<file path="src/rtl/uart_tx.sv">
// rtl/uart_tx.sv - UART transmitter: start, 8 data bits LSB first, optional even parity, one stop bit.
// Define UART_TX_PARITY_EN to compile in the even-parity bit (11-bit frame instead of 10).
module uart_tx #(
  parameter int PRESCALE = 8
) (
  input  logic       clk,
  input  logic       rst,
  input  logic [7:0] p_data,
  input  logic       data_valid,
  output logic       tx_out,
  output logic       busy,
  output logic       tx_done
);

  localparam logic [2:0] IDLE   = 3'd0;
  localparam logic [2:0] START  = 3'd1;
  localparam logic [2:0] DATA   = 3'd2;
`ifdef UART_TX_PARITY_EN
  localparam logic [2:0] PARITY = 3'd3;
`endif
  localparam logic [2:0] STOP   = 3'd4;

  localparam logic [4:0] PS_LAST = 5'(PRESCALE - 1);

  logic [2:0] state;
  logic [4:0] ps_cnt;
  logic [2:0] bit_idx;
  logic [7:0] shift_reg;
  logic       bit_end;

`ifdef UART_TX_PARITY_EN
  // The shift register is consumed during DATA, so parity is captured at acceptance.
  logic parity_bit;

  always_ff @(posedge clk) begin
    if (rst) begin
      parity_bit <= 1'b0;
    end else if (state == IDLE && data_valid) begin
      parity_bit <= ^p_data;
    end
  end
`endif

  assign bit_end = (ps_cnt == PS_LAST);

  always_ff @(posedge clk) begin
    if (rst) begin
      state     <= IDLE;
      ps_cnt    <= 5'd0;
      bit_idx   <= 3'd0;
      shift_reg <= 8'd0;
      tx_out    <= 1'b1;
      busy      <= 1'b0;
      tx_done   <= 1'b0;
    end else begin
      tx_done <= 1'b0;
      case (state)
        IDLE: begin
          tx_out <= 1'b1;
          ps_cnt <= 5'd0;
          if (data_valid) begin
            shift_reg <= p_data;
            busy      <= 1'b1;
            tx_out    <= 1'b0;
            state     <= START;
          end
        end

        START: begin
          if (bit_end) begin
            ps_cnt  <= 5'd0;
            bit_idx <= 3'd0;
            tx_out  <= shift_reg[0];
            state   <= DATA;
          end else begin
            ps_cnt <= ps_cnt + 5'd1;
          end
        end

        DATA: begin
          if (bit_end) begin
            ps_cnt    <= 5'd0;
            shift_reg <= shift_reg >> 1;
            bit_idx   <= bit_idx + 3'd1;
            if (bit_idx == 3'd7) begin
`ifdef UART_TX_PARITY_EN
              tx_out <= parity_bit;
              state  <= PARITY;
`else
              tx_out <= 1'b1;
              state  <= STOP;
`endif
            end else begin
              // Next bit is presented from the register so the line never glitches.
              tx_out <= shift_reg[1];
            end
          end else begin
            ps_cnt <= ps_cnt + 5'd1;
          end
        end

`ifdef UART_TX_PARITY_EN
        PARITY: begin
          if (bit_end) begin
            ps_cnt <= 5'd0;
            tx_out <= 1'b1;
            state  <= STOP;
          end else begin
            ps_cnt <= ps_cnt + 5'd1;
          end
        end
`endif

        STOP: begin
          tx_out <= 1'b1;
          if (bit_end) begin
            ps_cnt  <= 5'd0;
            busy    <= 1'b0;
            tx_done <= 1'b1;
            state   <= IDLE;
          end else begin
            ps_cnt <= ps_cnt + 5'd1;
          end
        end

        default: begin
          state  <= IDLE;
          ps_cnt <= 5'd0;
          tx_out <= 1'b1;
          busy   <= 1'b0;
        end
      endcase
    end
  end

endmodule

</file>
<file path="config.mk">
export PLATFORM = sky130hd
export DESIGN_NAME = uart_tx
export DESIGN_NICKNAME = d
export VERILOG_FILES = /design/src/rtl/uart_tx.sv
export SDC_FILE = /design/constraint.sdc
export NUM_CORES = 1
export LEC_CHECK = 0
export BUFFER_PORTS_ARGS = -buffer_cell sky130_fd_sc_hd__buf_4
export CORE_MARGIN = 5
export CORE_UTILIZATION = 40
export DETAILED_ROUTE_END_ITERATION = 8
export HOLD_SLACK_MARGIN = 0.02
export PLACE_DENSITY = 0.59
export SLEW_MARGIN = 40
export SYNTH_ARGS = -nofsm -noshare
export SYNTH_HDL_FRONTEND = slang
export SYNTH_SLANG_ARGS = --single-unit
</file>
<file path="constraint.sdc">
create_clock -name clk -period 2.4 [get_ports clk]
set_clock_uncertainty 0.1 [all_clocks]
set_input_delay 0.36 -clock clk [delete_from_list [all_inputs] [get_ports clk]]
set_output_delay 0.36 -clock clk [all_outputs]
set_load 0.02 [all_outputs]
</file>
Word level (Yosys, flattened, before mapping)
Index checks and enable logic that the tools add are counted.
{"block": "totals", "register_bits": 22, "output_inout_bits": 3}
{"block": "op_classes", "n_eq_ne": 10, "mux": 20, "reduce_logical": 12, "add_sub_neg": 2, "n_bitwise": 3}
{"cell": "two-way mux 3 bit", "count": 6}
{"cell": "two-way mux 8 bit", "count": 2}
{"cell": "case mux 8 bit (2 select lines)", "count": 1}
{"cell": "case mux 3 bit (4 select lines)", "count": 1}
{"cell": "inequality test 2 bit (second input constant)", "count": 5}
{"cell": "AND reduction 3 bit", "count": 3}
{"cell": "two-way mux 1 bit", "count": 7}
{"cell": "equality test 3 bit (second input constant)", "count": 2}
{"cell": "case mux 1 bit (3 select lines)", "count": 2}
{"cell": "case mux 3 bit (2 select lines)", "count": 1}
{"cell": "OR reduction 3 bit", "count": 2}
{"cell": "adder 5 x 1 -> 5 bit (second input constant)", "count": 1}
{"cell": "equality test 5 x 3 -> 1 bit (second input constant)", "count": 1}
{"cell": "AND reduction 5 bit", "count": 1}
{"cell": "nonzero test 2 bit", "count": 2}
{"cell": "OR reduction 2 bit", "count": 2}
{"cell": "adder 3 x 1 -> 3 bit (second input constant)", "count": 1}
{"cell": "equality test 3 x 1 -> 1 bit (second input constant)", "count": 1}
{"cell": "equality test 3 x 2 -> 1 bit (second input constant)", "count": 1}
{"cell": "logical NOT 3 bit", "count": 1}
{"cell": "inverter 1 bit", "count": 3}
{"cell": "AND reduction 2 bit", "count": 1}

Logic depth before layout (Yosys ltp)
Gate-level depths: netlist of the first run.
{"block": "depth", "depth_word": 4, "depth_mapped": 5, "mapped_depth_nobuf": 5}

Worst setup path before layout of the first run
OpenSTA, ideal clock, no wires.
{"block": "synth_timing", "path_type": "reg-to-reg", "from": "register ps_cnt[0]", "to": "register shift_reg[4]", "setup_ns": 0.079, "setup_slack_ns": 0.847, "required_ns": 2.221, "t_arrival_ns": 1.374, "path_stages_with_launch": 6, "path_cell_list": "dfxtp_1 ha_1 and4bb_2 clkbuf_1 a211oi_1 a211oi_2"}
{"block": "synth_via", "elab_chain_len": 3}
{"element": "from (decl)", "line_no": "26", "rtl": "logic [4:0] ps_cnt;"}
{"element": "from (signal assigned)", "line_no": "76", "rtl": "ps_cnt <= ps_cnt + 5'd1;"}
{"element": "from (signal assigned)", "line_no": "98", "rtl": "ps_cnt <= ps_cnt + 5'd1;"}
{"element": "from (signal assigned)", "line_no": "122", "rtl": "ps_cnt <= ps_cnt + 5'd1;"}
{"element": "equality test 5 x 3 -> 1 bit", "line_no": "44", "rtl": "assign bit_end = (ps_cnt == PS_LAST);"}
{"element": "inequality test 2 bit (no source line)"}
{"element": "AND reduction 3 bit (no source line)"}
{"element": "to (signal assigned)", "line_no": "62", "rtl": "shift_reg <= p_data;"}
{"element": "to (signal assigned)", "line_no": "83", "rtl": "shift_reg <= shift_reg >> 1;"}
{"element": "to (decl)", "line_no": "28", "rtl": "logic [7:0] shift_reg;"}
No other way between the ends.
A chain may end at the register's enable or synchronous reset.

Worst setup path after layout of the first run
{"block": "layout_timing", "from": "register state[1]", "to": "register shift_reg[6]"}
{"block": "layout_via", "elab_chain_len": 3, "elab_cells_between_ends": 7}
{"element": "from (decl)", "line_no": "25", "rtl": "logic [2:0] state;"}
{"element": "from (signal assigned)", "line_no": "48", "rtl": "state <= IDLE;"}
{"element": "from (signal assigned)", "line_no": "65", "rtl": "state <= START;"}
{"element": "from (signal assigned)", "line_no": "74", "rtl": "state <= DATA;"}
{"element": "equality test 3 x 2 -> 1 bit or logical NOT 3 bit (tied branches)", "line_no": "57", "rtl": "case (state)"}
{"element": "inequality test 2 bit (no source line) or nonzero test 2 bit (tied branches)"}
{"element": "AND reduction 3 bit (no source line)"}
Parallel ways exist; a longest one is shown, timed or not.

==> results of run 1 <==
==> logic make-up (layout without fill, tap and decap cells) <==
family                   Yosys count  in the layout  synth area share
XOR/XNOR                           5              5            0.0391
adder cells (fa/ha/maj)            3              3            0.0336
multiplexers                       9              9            0.0817
buffers and inverters             10             22            0.0514
AO/OA/AOI/OAI                     30             30             0.216
AND/OR/NAND/NOR                   29             29             0.185
flip-flops                        22             22             0.394
==> worst max-delay path, stage by stage (launching register included) <==
cell and delay (ps):
dfxtp_1 570, nor3b_4 450, buf_4 250, mux2i_1 230, a211oi_2 90
==> cells in the mapped netlist (2+ instances only) <==
library cell / instances / share of area
and3_1: 2 / 0.011
a211oi_1: 12 / 0.081
nor2b_1: 2 / 0.011
xor2_1: 4 / 0.031
nand3_1: 2 / 0.0089
a21oi_1: 2 / 0.0089
ha_1: 3 / 0.034
o21ai_0: 2 / 0.0089
nor3_1: 3 / 0.013
dfxtp_1: 22 / 0.39
inv_1: 3 / 0.010
nor2_1: 5 / 0.017
nor4_1: 4 / 0.022
a211oi_2: 3 / 0.034
mux2i_1: 8 / 0.072
nand2b_1: 3 / 0.017
clkbuf_1: 2 / 0.0067
a22o_1: 2 / 0.016
buf_6: 2 / 0.020
==> layout make-up <==
class                   count  area, um2  area share
inverters                   3       11.3     0.00894
repair buffers             15        113      0.0894
flip-flops and latches     22        440       0.350
well taps                  31       38.8      0.0308
multi-input cells          76        621       0.493
clock buffers               4       36.3      0.0288
==> metal layers <==
metal  wire length (um)  global-route usage  vias to the layer above
met4                 40              0.0557                        0
met5                  0                   0                        -
li1                   -                   -                      440
met1               1050               0.150                      417
met3                 95              0.0288                        5
met2                942               0.181                       14
==> power by group through the flow <==
| stage | Combinational (mW) | Sequential, mW | Clock (mW) |
|---|---|---|---|
| after floorplan | 0.0630 | 0.407 | 0 |
| after global placement | 0.0949 | 0.408 | 0 |
| after detailed placement | 0.0966 | 0.408 | 0 |
| after CTS | 0.0971 | 0.400 | 0.208 |
| after global routing | 0.108 | 0.403 | 0.221 |
| final | 0.0964 | 0.400 | 0.201 |
==> per-stage QoR <==
stage | cells | setup slack, ps | total power [mW] | hold slack (ps) | utilization
5_1_grt | 151 | 446 | 0.731 | 191 | 0.465
2_1_floorplan | 108 | 847 | 0.470 | 332 | -
3_3_place_gp | 147 | 668 | 0.503 | 346 | 0.452
4_1_cts | 151 | 606 | 0.705 | 168 | 0.465
6_report | 151 | 605 | 0.697 | 172 | 0.465
3_5_place_dp | 147 | 620 | 0.505 | 351 | 0.452
==> final timing paths <==
path / cells past startpoint / slack [ps] / endpoint / from
hold / removal: 3 / 170 / shift_reg[7] / p_data[7]
setup / recovery: 4 / 600 / shift_reg[6] / state[1]
hold reg to reg: 1 / 370 / ps_cnt[0] / ps_cnt[0]
setup reg to reg: 4 / 600 / shift_reg[6] / state[1]
==> results by stage, run 1 <==
Setup path:
- The arrival time at the worst endpoint is 1890 ps.
- The kind of critical path is flip-flop to flip-flop.
- For the worst setup path, the data required time is 2500 ps.
- The worst setup path is launched from a flip-flop.
- The type of element capturing the critical path is a flip-flop.
- The largest driver fanout on the critical path is 10.

Cells and area:
- The number of flip-flops in the largest register is 8.
- In the layout the commonest cells are dfxtp_1 (22), buf_4 (15), a211oi_1 (12), mux2i_1 (8), nor2_1 (5).
- The layout has 267 filler cells.
- The final non-filler cell area is 0.00126 mm2.
- In the final layout, the share of cells above drive strength 1 is 0.217.
- From synthesis to final layout, the design area changed by 12.6%.
- The diode insertion count for antenna repair is 0.
- The number of nets in the layout is 135.
- The most common cell after layout, fill and taps aside is dfxtp_1.

Placement:
- The placed instance area is 0.00122 mm2.
- The congestion estimate from routability-driven global placement came to 0.734.
- After legalization and detailed placement, the total HPWL measured 1510 um.
- Buffers placed on the I/O ports in this run total 13.

Yosys:
- After synthesis the netlist holds a flip-flop and latch count of 22.
- Yosys mapped the design onto 41 distinct sky130hd cell types.
- Among all flip-flop cells after synthesis, the most frequent one is dfxtp_1.
- The post-synthesis instance area is 0.00112 mm2.
- The mean instance size in the synthesized netlist is 10.4 um2.
- The number of instances in the synthesized netlist is 108.
- In the synthesized netlist the async set-or-reset flop fraction comes to 0.
- Counting every net in the synthesized netlist gives 122.
- The number of flops mapped to enable cells by yosys is 0.
- The synthesis warning total is 0.
- The sequential element share of the synthesized area is 0.394.

Power:
- For this design the static power due to leakage is 0.475 nW.
- The clock network power share is 0.288.
- VDD sags by at most 0.000420 V.
- The switching power is 0.172 mW.
- The sequential power share is 0.574.
- Of the total power, combinational logic draws 0.138.
- The share of total power consumed by net switching is 0.246.
- The internal power of the cells totals 0.525 mW.
- In this run the power density over the cells is 553 mW/mm2.

Drt:
- The mean routed wirelength per cell is 14.1 um.
- In the routed layout, each cell is associated on average with a via count of 5.80.
- The remaining number of nets flagged by the antenna check after routing is 0.
- The detailed router finished its first iteration with 27 violations.
- The first detailed-routing pass took 4 iterations.
- The remaining design rule violation count is 0.
- The number of vias in the routed layout is 876.
- Wires add up to 2120 um.

Outcome:
- The flow ran to the end, and the final reports show no timing, DRC or antenna violations.

Floorplan:
- The placeable core region is 0.00271 mm2.
- For this configuration, the core starts out at a cell density of 0.413.
- 14 I/O pins were placed.
- The overall die area is 0.00395 mm2.
- The number of core rows is 19.
- From left edge to right edge, the die measures 62.9 um.
- In this run the vertical extent of the chip is 62.9 um.

Clock tree:
- Hold repair after CTS inserted 0 buffers.
- The clock drives 22 sinks.
- Post-CTS timing repair inserted 0 buffers for setup.
- TritonCTS built the clock tree.
- The clock slew at the register clock pins of the worst setup and hold paths is 120 ps.
- The buffer depth of the longest clock path is 2.
- The tree is rooted in a clkbuf_4.
- At the later pin of the worst-skew pair, clock insertion delay measures 310 ps.
- The number of instances resized during post-cts repair is 0.
- The maximum level of the CTS H-tree is 1.
- Counting the buffers created by CTS gives 3.

STA:
- For the final routed database, the setup TNS stands at 0 ps.
- Of the available clock period, the critical path in the final layout requires 0.748.
- The number of pins exceeding their max-slew limit in the final report is 0.
- The final-report setup violation count is 0.
- At the pin with the least slew margin, the transition time is 564 ps.
- In this run the tightest slew margin relative to its limit is 0.624.
- Setup repair after global routing left no endpoint under its margin.
- The final hold violation count was 0.
- The fmax is 557 MHz.
- The minimum clock period is 1800 ps.

Global route:
- The first global-routing pass estimated 3770 um of wire.
- The via count of the first global-routing pass came to 855.
- In the global route stage, overall resource usage came out at 0.117.
- The largest net degree at the start of global routing is 24.
- The total overflow left after global routing is 0.
- The initial antenna violation count came to 0.

Flow run:
- Across the run, the number of max-cap violations was 0.

Worst hold path:
- The path category of the worst min-delay check is primary input to flip-flop.
(Power assumes the default switching activity.)
==> inputs of run 2 (changes only) <==
--- a/config.mk
+++ b/config.mk
@@ -10,7 +10,7 @@
 export CORE_UTILIZATION = 40
 export DETAILED_ROUTE_END_ITERATION = 8
 export HOLD_SLACK_MARGIN = 0.02
-export PLACE_DENSITY = 0.59
+export PLACE_DENSITY = 0.61
 export SLEW_MARGIN = 40
 export SYNTH_ARGS = -nofsm -noshare
 export SYNTH_HDL_FRONTEND = slang
==> constraint.sdc (replaced) <==
create_clock -name clk -period 1.4 [get_ports clk]
set_clock_uncertainty 0.1 [all_clocks]
set_input_delay 0.21 -clock clk [delete_from_list [all_inputs] [get_ports clk]]
set_output_delay 0.21 -clock clk [all_outputs]
set_load 0.02 [all_outputs]
==> results by stage, run 2 (synthesis results as in run 1) <==
Outcome:
- The run finished, with violations left.
- The checks that failed: negative setup slack.

Cells and area:
- In the layout the commonest cells are buf_4 (36), dfxtp_1 (17), a211oi_2 (11), mux2i_1 (6), nor2_1 (5).
- The diode insertion count for antenna repair was 0 (unchanged).
- The final standard cell count with taps included and fillers excluded was 174 (+15%).
- The library cell used most frequently in the layout, excluding fill and tap cells, is buf_4.
- The core utilization of the finished layout is 0.590 (+0.125).
- The number of flip-flops in the largest register is 8 (unchanged).
- The number of nets in the layout came to 159 (+18%).
- The growth of design area from synthesis to finish is 42.8%.
- The fraction of layout instances using a drive strength above 1 is 0.517 (+0.301).

Floorplan:
- The overall die area came to 0.00395 mm2 (unchanged).
- The placeable core region is 0.00271 mm2 (unchanged).
- The initial standard-cell utilization of the core is 0.413 (unchanged).
- The number of core rows is 19 (unchanged).
- The y dimension of the die was 62.9 um (unchanged).
- The total I/O pin count is 14 (unchanged).
- The die boundary width is 62.9 um (unchanged).

Clock tree:
- The buffer depth of the longest clock path is 2 (unchanged).
- The total clock buffers created by CTS is 3 (unchanged).
- The number of buffers inserted by hold repair at cts is 0 (unchanged).
- The latest clock arrival within the worst-skew pair came to 310 ps (about the same).
- The cell chosen for the clock root is clkbuf_4.
- The total clock sinks is 22 (unchanged).
- The clock slew at the register clock pins of the worst setup and hold paths is 120 ps (about the same).
- The maximum level of the CTS H-tree is 1 (unchanged).
- TritonCTS built the clock tree.

Global route:
- The via count of the first global-routing pass was 1050 (+23%).
- The final global-route overflow total came to 0 (unchanged).
- The all-layer global routing usage is 0.151 (+0.0345).
- The global-route wire length before repair is 4820 um (+28%).
- The largest net degree at the start of global routing was 24 (unchanged).
- The initial antenna violation count was 0 (unchanged).

STA:
- The number of pins exceeding their max-slew limit in the final report is 0 (unchanged).
- Setup repair after global routing could not meet its margin everywhere.
- The final-report setup violation count is 15 (+15).
- The final hold violation count was 0 (unchanged).
- The part of the cycle the worst path needs is 1.05 (+0.298).
- The setup total negative slack came to -673 ps (-673 ps).
- The slack of the critical path is -64.4 ps (-669 ps).
- The fmax is 683 MHz (+23%).
- The normalized max-slew margin came to 0.802 (+0.178).
- The slew at the pin closest to its max-slew limit is 296 ps (-268 ps).
- The minimum clock period is 1460 ps (-331 ps).

Setup path:
- The type of element capturing the critical path is a flip-flop.
- The end point of the critical path is shift_reg[3].
- The worst setup slack for register-to-register paths came to -60 ps (-670 ps).
- In this run the critical register-to-register path is captured at shift_reg[3].
- The arrival time at the worst endpoint is 1600 ps (-290 ps).
- The worst reg2reg path startpoint is ps_cnt[1].
- STA classifies the critical path startpoint as a flip-flop.
- The critical path is of the flip-flop to flip-flop type.
- The depth of the worst register-to-register path came to 5 (+1).
- The critical path starts at ps_cnt[1].
- The largest driver fanout on the critical path is 4 (-6).
- The data required time at the worst endpoint came to 1540 ps (-960 ps).

Drt:
- The number of DRC markers in iteration 0 is 10 (-63%).
- The number of vias in the routed layout came to 990 (+13%).
- The mean routed wirelength per cell is 15.8 um (+12%).
- The mean number of vias per cell is 5.69 (-1.9%).
- The remaining design rule violation count is 0 (unchanged).
- The remaining number of nets flagged by the antenna check after routing is 0 (unchanged).
- The number of detailed-routing iterations run before antenna repair is 4 (unchanged).
- The total length of routed wires is 2740 um (+29%).

Power:
- The worst IR drop on VDD is 0.000610 V (+45%).
- The power density over the cells is 747 mW/mm2 (+35%).
- The static leakage is 0.612 nW (+29%).

Placement:
- The port buffer count is 13 (unchanged).
- The last weighted congestion value of the routability-driven placer is 0.825 (+12%).
- The placed wire-length estimate after detailed placement came to 1930 um (+28%).
- The number of placed instances, taps included was 168 (+14%).

Flow run:
- The number of max-capacitance violations reported is 0 (unchanged).

Worst hold path:
- The path class of the tightest hold or removal check is primary input to flip-flop.
[run 2: layout make-up]
| class | instances | area (um2) |
|---|---|---|
| flip-flops and latches | 22 | 452 |
| multi-input cells | 76 | 752 |
| inverters | 3 | 11.3 |
| well taps | 31 | 38.8 |
| fillers | 254 | 1110 |
| repair buffers | 39 | 322 |
| clock buffers | 3 | 22.5 |
[run 2: how the worst min path moves through the flow]
stage / start / end / cells past startpoint
after global routing: p_data[7] / shift_reg[7] / 3
after CTS: p_data[7] / shift_reg[7] / 3
after global placement: p_data[7] / shift_reg[7] / 3
after detailed placement: p_data[7] / shift_reg[7] / 3
after floorplan: p_data[7] / shift_reg[7] / 2
final: p_data[7] / shift_reg[7] / 3
[run 2: report_power, final]
part	internal [mW]	total, mW	leakage, nW	switching (mW)
Clock	0.100	0.283	0.0138	0.183
Combinational	0.120	0.225	0.416	0.105
Sequential	0.655	0.685	0.183	0.0294
Total	0.876	1.19	0.612	0.317
[run 2: what timing repair did]
| action | CTS | global route |
|---|---|---|
| gates resized for setup | 16 | 10 |
| pin swaps | 7 | 4 |
| setup buffers | 3 | 0 |
| cloned | 0 | 0 |
| endpoints found under the setup margin | 21 | 20 |
[run 2: routing by layer]
layer	global-route usage	share of wire	up-vias
met5	0	0	-
met4	0.0663	0.023	0
met3	0.0306	0.034	7
met2	0.262	0.50	19
met1	0.178	0.44	478
li1	-	-	486
[run 2: metrics by stage]
stage	hold WS, ps	setup WS [ps]	power (mW)	instance area, um2
6_report	47.6	-64.4	1.19	1600
2_1_floorplan	256	-82.5	0.807	1150
4_1_cts	35.6	-80.3	1.20	1540
3_3_place_gp	356	-98.1	0.889	1430
3_5_place_dp	358	-141	0.897	1430
5_1_grt	48.7	-132	1.27	1600
[run 2: worst max-delay path, stage by stage, from the launching register on]
cell	delay, ps
dfxtp_2	360
ha_4	160
and4bb_2	240
a21o_1	190
buf_4	150
a211oi_2	180
